==> src/rtl/uart_rx_queue.sv <==
// uart_rx_queue: receive FIFO with rts watermark flow control and overrun flag.
// Optional idle-line end-of-burst pulse when UART_RX_QUEUE_IDLE_TIMEOUT_EN is defined.
module uart_rx_queue #(
  parameter int DEPTH     = 16,
  parameter int HI_MARK   = 12,
  parameter int LO_MARK   = 4,
  parameter int BIT_CLK   = 87,
  parameter int IDLE_BITS = 20
) (
  input  logic                   clk,
  input  logic                   rst,
  input  logic [7:0]             rx_data,
  input  logic                   rx_valid,
  output logic                   rts,
  output logic [7:0]             m_data,
  output logic                   m_valid,
  input  logic                   m_ready,
  output logic [$clog2(DEPTH):0] level,
  output logic                   overrun,
  input  logic                   ovr_clr,
  output logic                   idle
);

  localparam int AW = $clog2(DEPTH);
  localparam int LW = AW + 1;
  localparam logic [LW-1:0] FULL = LW'(DEPTH);
  localparam logic [LW-1:0] HI   = LW'(HI_MARK);
  localparam logic [LW-1:0] LO   = LW'(LO_MARK);

  typedef enum logic {
    S_OPEN,
    S_THROTTLE
  } state_t;

  if (DEPTH < 4 || DEPTH > 256 || (DEPTH & (DEPTH - 1)) != 0 ||
      HI_MARK >= DEPTH || LO_MARK >= HI_MARK ||
      BIT_CLK < 1 || IDLE_BITS < 1) begin : g_bad_cfg
    $error("uart_rx_queue: illegal parameter set");
  end

  logic [7:0]    r_mem [DEPTH];
  logic [AW-1:0] r_wr_ptr;
  logic [AW-1:0] r_rd_ptr;
  logic [LW-1:0] r_level;
  logic [LW-1:0] w_level_nxt;
  state_t        r_state;
  state_t        w_state_nxt;
  logic          r_ovr;
  logic          w_full;
  logic          w_rd;
  logic          w_wr;
  logic          w_drop;

  // A pop frees a slot, so a write into a full queue is accepted
  // when the consumer takes the head in the same cycle.
  assign w_full = (r_level == FULL);
  assign w_rd   = (r_level != '0) && m_ready;
  assign w_wr   = rx_valid && (!w_full || w_rd);
  assign w_drop = rx_valid && !w_wr;

  // Next fill count from this cycle's accepted write and read
  always_comb begin
    w_level_nxt = r_level;
    case ({w_wr, w_rd})
      2'b10:   w_level_nxt = r_level + LW'(1);
      2'b01:   w_level_nxt = r_level - LW'(1);
      default: w_level_nxt = r_level;
    endcase
  end

  // Flow-control next state with watermark hysteresis on next level
  always_comb begin
    w_state_nxt = r_state;
    case (r_state)
      S_OPEN:     if (w_level_nxt >= HI) w_state_nxt = S_THROTTLE;
      S_THROTTLE: if (w_level_nxt <= LO) w_state_nxt = S_OPEN;
      default:    w_state_nxt = S_OPEN;
    endcase
  end

  // Flow-control state register
  always_ff @(posedge clk) begin
    if (rst) r_state <= S_OPEN;
    else     r_state <= w_state_nxt;
  end

  // Pointers, fill count and sticky overrun (set beats clear)
  always_ff @(posedge clk) begin
    if (rst) begin
      r_wr_ptr <= '0;
      r_rd_ptr <= '0;
      r_level  <= '0;
      r_ovr    <= 1'b0;
    end else begin
      if (w_wr) r_wr_ptr <= r_wr_ptr + AW'(1);
      if (w_rd) r_rd_ptr <= r_rd_ptr + AW'(1);
      r_level <= w_level_nxt;
      if (w_drop)       r_ovr <= 1'b1;
      else if (ovr_clr) r_ovr <= 1'b0;
    end
  end

  // Byte storage, contents intentionally not reset
  always_ff @(posedge clk) begin
    if (w_wr) r_mem[r_wr_ptr] <= rx_data;
  end

  assign rts     = (r_state == S_OPEN);
  assign m_data  = r_mem[r_rd_ptr];
  assign m_valid = (r_level != '0);
  assign level   = r_level;
  assign overrun = r_ovr;

`ifdef UART_RX_QUEUE_IDLE_TIMEOUT_EN
  localparam int TMO = BIT_CLK * IDLE_BITS;
  localparam int TW  = $clog2(TMO + 1);

  logic [TW-1:0] r_tmr;
  logic          r_armed;
  logic          w_idle_hit;

  assign w_idle_hit = r_armed && (r_tmr == TW'(TMO - 1));

  // Silence timer since last strobe; one idle pulse per burst
  always_ff @(posedge clk) begin
    if (rst) begin
      r_tmr   <= '0;
      r_armed <= 1'b0;
    end else if (rx_valid) begin
      r_tmr   <= '0;
      r_armed <= 1'b1;
    end else begin
      if (r_tmr != TW'(TMO)) r_tmr <= r_tmr + TW'(1);
      if (w_idle_hit)        r_armed <= 1'b0;
    end
  end

  assign idle = w_idle_hit;
`else
  assign idle = 1'b0;
`endif

endmodule

==> config.mk <==
export PLATFORM = sky130hd
export DESIGN_NAME = uart_rx_queue
export DESIGN_NICKNAME = d
export VERILOG_FILES = /design/src/rtl/uart_rx_queue.sv
export SDC_FILE = /design/constraint.sdc
export NUM_CORES = 1
export LEC_CHECK = 0
export ABC_AREA = 0
export CAP_MARGIN = 10
export CORE_UTILIZATION = 59
export CTS_CLUSTER_SIZE = 40
export DETAILED_ROUTE_END_ITERATION = 8
export PLACE_DENSITY = 0.84
export SYNTH_ARGS = -nofsm -noshare
export SYNTH_HDL_FRONTEND = slang
export SYNTH_SLANG_ARGS = --single-unit
export TNS_END_PERCENT = 100
==> constraint.sdc <==
create_clock -name clk -period 3 [get_ports clk]
set_input_delay 0.6 -clock clk [delete_from_list [all_inputs] [get_ports clk]]
set_output_delay 0.6 -clock clk [all_outputs]
set_load 0.1 [all_outputs]
==> run summary <==
PLACED DESIGN
--------------------------------------------------------------------------------------------
Final Wtd Congestion                                                                   0.864
Half-perimeter wire length of the detailed placement result                          7450 um
Count of buffers inserted at the top-level ports                                          28

SYNTH
--------------------------------------------------------------------------------------------
Net count after synthesis                                                                341
Area share of fa/ha/maj cells after synthesis                                         0.0204
Count of state elements after synthesis                                                  147
Async S/R FF share, synth                                                                  0
Dominant combinational cell family by area after synthesis                      multiplexers
Basic-gate share of the synthesized area counting and, or, nand and nor cells         0.0496
Instance count of the mapped netlist                                                     319
Post-synth design cell area                                                       5900 sq um
Main flop type after synthesis                                                  sky130_fd_sc_hd__edfxtp_1
Synthesized-area fraction occupied by ao, oa, aoi and oai cells                       0.0231
Ys Warns                                                                                   0
Parity-gate share of the synthesized area counting xor and xnor cells                 0.0134
Number of unique standard cell types used by synthesis                                    35
Multiplexer area fraction after synthesis                                              0.158
Sequential cell area fraction in the yosys report                                      0.716
Average footprint of a synthesized cell                                           18.5 sq um
Count of flip-flops with a built-in enable after synthesis                               128

TIMING
--------------------------------------------------------------------------------------------
Unrepaired setup endpoints after global routing                                          yes
Worst path setup slack after routing                                              -0.0299 ns
Crit path time final                                                                 3.03 ns
Slew Viols, Final                                                                          0
Hold Violations, Final                                                                     0
Fmax                                                                               0.330 GHz
Largest clock skew in the final design                                             0.0109 ns
Actual transition at the worst max-transition pin                                   0.715 ns
Finish-stage setup viols                                                                   3
Post-route worst hold slack                                                         0.495 ns
Final worst-path cycle share                                                            1.01
Worst rel slew slack                                                                   0.522

DRT
--------------------------------------------------------------------------------------------
Final wirelength                                                                   13,600 um
Remaining design rule violation count                                                      0
Avg Vias per Cell                                                                       6.20
Detail Route Antenna Nets                                                                  0
Pre-antenna DRT Iters                                                                      5
Number of design-rule violations left by the first detailed-router iteration             329
Avg WL per Cell                                                                      25.8 um
Via total after detailed routing                                                       3,254

CRITICAL PATH
--------------------------------------------------------------------------------------------
Cell depth of the worst flop-to-flop path                                                 11
Beginning of the worst register-to-register path                                    level[3]
CP Data Required Time                                                                2.40 ns
Crit path max fanout                                                                       8
WP data arrival                                                                      2.43 ns
Kind of capture point of the worst setup path                                     output pin
Critical path launch point type                                                         flop
Reg-to-reg setup timing slack                                                        0.52 ns
End of the worst register-to-register path                                           r_state
Crit Path Category                                                              flop to output pin

CELLS AND AREA
--------------------------------------------------------------------------------------------
Share of the core filled with cells in the final layout                                0.741
Antenna diode count                                                                        0
Share of final-layout standard cells stronger than drive strength 1                    0.314
Net count, final                                                                         401
Layout Area Growth over Synthesis                                                      22.3%

CTS
--------------------------------------------------------------------------------------------
Root buffer selected by CTS                                                     sky130_fd_sc_hd__clkbuf_8
H-tree level count                                                                         4
Number of sinks driven by the clock tree                                                 147
Clock tree from TritonCTS                                                              built
Clock slew at the register clock pins of the worst setup and hold paths              0.06 ns
Clk_lat worst skew                                                                   0.53 ns
Number of buffers on the longest clock path                                                2
Number of buffers added by the clock tree synthesis step                                  17

RUN STATUS
--------------------------------------------------------------------------------------------
Violations in the final reports                                                 negative setup slack
Result of the run                                                               finished with violations

FLOORPLAN
--------------------------------------------------------------------------------------------
Die area                                                                        10,400 sq um
Standard-cell row count                                                                   36
Die height                                                                            102 um
IO Pins                                                                                   30
Initial Utilization                                                                    0.606
Placeable core region                                                             9730 sq um
Horizontal die dimension                                                              102 um

POWER AND IR DROP
--------------------------------------------------------------------------------------------
Fraction of power consumed by combinational cells                                      0.334
Total net switching power                                                            2.29 mW
Clk network pwr share                                                                  0.302
Leakage component of the power                                                       2.42 nW
Max rail drop VDD                                                                     970 uV
Int Power                                                                            4.35 mW
Portion of total power attributed to sequential cells                                  0.364
Power per standard cell area                                                     921 nW/um^2
Switching Fraction                                                                     0.345

JOB
--------------------------------------------------------------------------------------------
Number of max-cap violations                                                               0

GRT
--------------------------------------------------------------------------------------------
Number of antenna violations at the first check in global routing                          0
Leftover overflow at the end of global routing                                             0
Maximum number of pins on one net before global-route repair                              33
Wire length of the first global-routing pass                                       19,900 um
Via count of the first global-routing pass                                             3,334
GRT Total Usage                                                                        0.289

WORST HOLD PATH
--------------------------------------------------------------------------------------------
Destination of the worst hold path                                                   overrun
Hold wc startpoint                                                                   overrun
Hold path depth                                                                            2
Class of the tightest hold or removal check                                     flop to flop

-- stage by stage --
step                area (sq um)  cells  power, mW  setup TNS (ns)  worst slack [ns]
finish                      7210    525       6.64         -0.0713           -0.0299
global route                7210    525       6.88          -0.551           -0.0872
CTS                         7260    527       6.72          -0.289           -0.0499
detailed placement          6560    489       4.53               0            0.0364
global placement            6560    489       4.49               0             0.136
floorplan                   5900    319       3.95               0            0.0121
-- logic make-up after synthesis --
group | after synthesis
flip-flops | 147
AND/OR/NAND/NOR | 62
multiplexers | 43
buffers and inverters | 27
AO/OA/AOI/OAI | 21
adder cells (fa/ha/maj) | 9
XOR/XNOR | 9
other | 1
-- final cells by class --
class	instances	area [sq um]
multi-input cells	145	1560
flip-flops and latches	147	4230
inverters	9	33.8
well taps	133	166
clock buffers	17	414
clock inverters	15	149
fillers	567	2520
repair buffers	59	654
-- power by group through the flow --
| stage | Clock [mW] | Sequential, mW | Combinational (mW) |
|---|---|---|---|
| finish | 2.00 | 2.42 | 2.22 |
| global route | 2.10 | 2.43 | 2.35 |
| CTS | 2.01 | 2.42 | 2.30 |
| detailed placement | 0 | 2.45 | 2.08 |
| global placement | 0 | 2.44 | 2.05 |
| floorplan | 0 | 2.59 | 1.35 |
-- synth_stat cells (2+ instances only) --
library cell | instances | area, sq um
sky130_fd_sc_hd__a21o_1 | 2 | 15.0
sky130_fd_sc_hd__a21oi_1 | 7 | 35.0
sky130_fd_sc_hd__a31oi_1 | 2 | 12.5
sky130_fd_sc_hd__a32o_1 | 2 | 20.0
sky130_fd_sc_hd__buf_1 | 3 | 11.3
sky130_fd_sc_hd__buf_2 | 4 | 20.0
sky130_fd_sc_hd__clkbuf_1 | 10 | 37.5
sky130_fd_sc_hd__dfxtp_1 | 19 | 380
sky130_fd_sc_hd__edfxtp_1 | 128 | 3840
sky130_fd_sc_hd__ha_1 | 8 | 100
sky130_fd_sc_hd__inv_1 | 9 | 33.8
sky130_fd_sc_hd__mux2i_1 | 3 | 30.0
sky130_fd_sc_hd__mux4_2 | 40 | 901
sky130_fd_sc_hd__nand2_1 | 12 | 45.0
sky130_fd_sc_hd__nand2b_1 | 6 | 37.5
sky130_fd_sc_hd__nand3_1 | 3 | 15.0
sky130_fd_sc_hd__nor2_1 | 29 | 109
sky130_fd_sc_hd__nor2b_1 | 2 | 12.5
sky130_fd_sc_hd__nor3_1 | 5 | 25.0
sky130_fd_sc_hd__o21ai_0 | 3 | 15.0
sky130_fd_sc_hd__xnor2_1 | 5 | 43.8
sky130_fd_sc_hd__xor2_1 | 4 | 35.0
-- cells in the final DEF, fill, tap and decap left out, types with 4 or more instances in the layout --
master                            instances
sky130_fd_sc_hd__inv_1                    9
sky130_fd_sc_hd__clkbuf_16               16
sky130_fd_sc_hd__dfxtp_1                 15
sky130_fd_sc_hd__nor3_1                   5
sky130_fd_sc_hd__a21oi_1                  7
sky130_fd_sc_hd__edfxtp_1               128
sky130_fd_sc_hd__xnor2_1                  5
sky130_fd_sc_hd__nor2_1                  29
sky130_fd_sc_hd__xor2_1                   4
sky130_fd_sc_hd__inv_6                    4
sky130_fd_sc_hd__buf_4                   33
sky130_fd_sc_hd__clkdlybuf4s50_1         12
sky130_fd_sc_hd__nand2b_1                 6
sky130_fd_sc_hd__ha_1                     8
sky130_fd_sc_hd__mux4_2                  40
sky130_fd_sc_hd__nand2_1                 12
sky130_fd_sc_hd__clkinv_4                 4
sky130_fd_sc_hd__buf_12                  11
-- sequential cells by signal (all words and copies together) (netlist names), named ones only --
| register | flops |
|---|---|
| r_state | 1 |
| r_rd_ptr | 4 |
| level | 5 |
| r_mem | 128 |
| overrun | 1 |
| r_wr_ptr | 4 |
-- worst max-delay path by stage --
stage	from	end	depth (start not counted)	slack [ns]
floorplan	level[3]	r_state	10	0.01
global placement	rx_valid	r_state	11	0.14
detailed placement	rx_valid	r_state	11	0.04
CTS	flop	m_data[7]	5	-0.05
global route	flop	m_data[2]	5	-0.09
finish	flop	m_data[2]	5	-0.03
-- what timing repair did --
action,CTS,global route
buffers inserted,3,0
gates cloned,3,0
endpoints found under the setup margin,8,8
gates resized for setup,5,0
hold buffers,0,0
-- worst max-delay path, stage by stage, from the launching register on --
cell and delay [ns]:
sky130_fd_sc_hd__dfxtp_4 0.40, sky130_fd_sc_hd__buf_12 0.13, sky130_fd_sc_hd__buf_16 0.14, sky130_fd_sc_hd__mux4_2 0.51, sky130_fd_sc_hd__mux4_2 0.53, sky130_fd_sc_hd__buf_12 0.19
-- per-layer routing --
layer | wire length [um] | global-route usage | vias to the layer above
met4 | 466 | 0.140 | 0
met5 | 0 | 0 | -
met1 | 4980 | 0.366 | 1640
met3 | 1150 | 0.0814 | 33
li1 | - | - | 1384
met2 | 6950 | 0.464 | 197
Note: power is estimated with default switching activity, not from simulation.
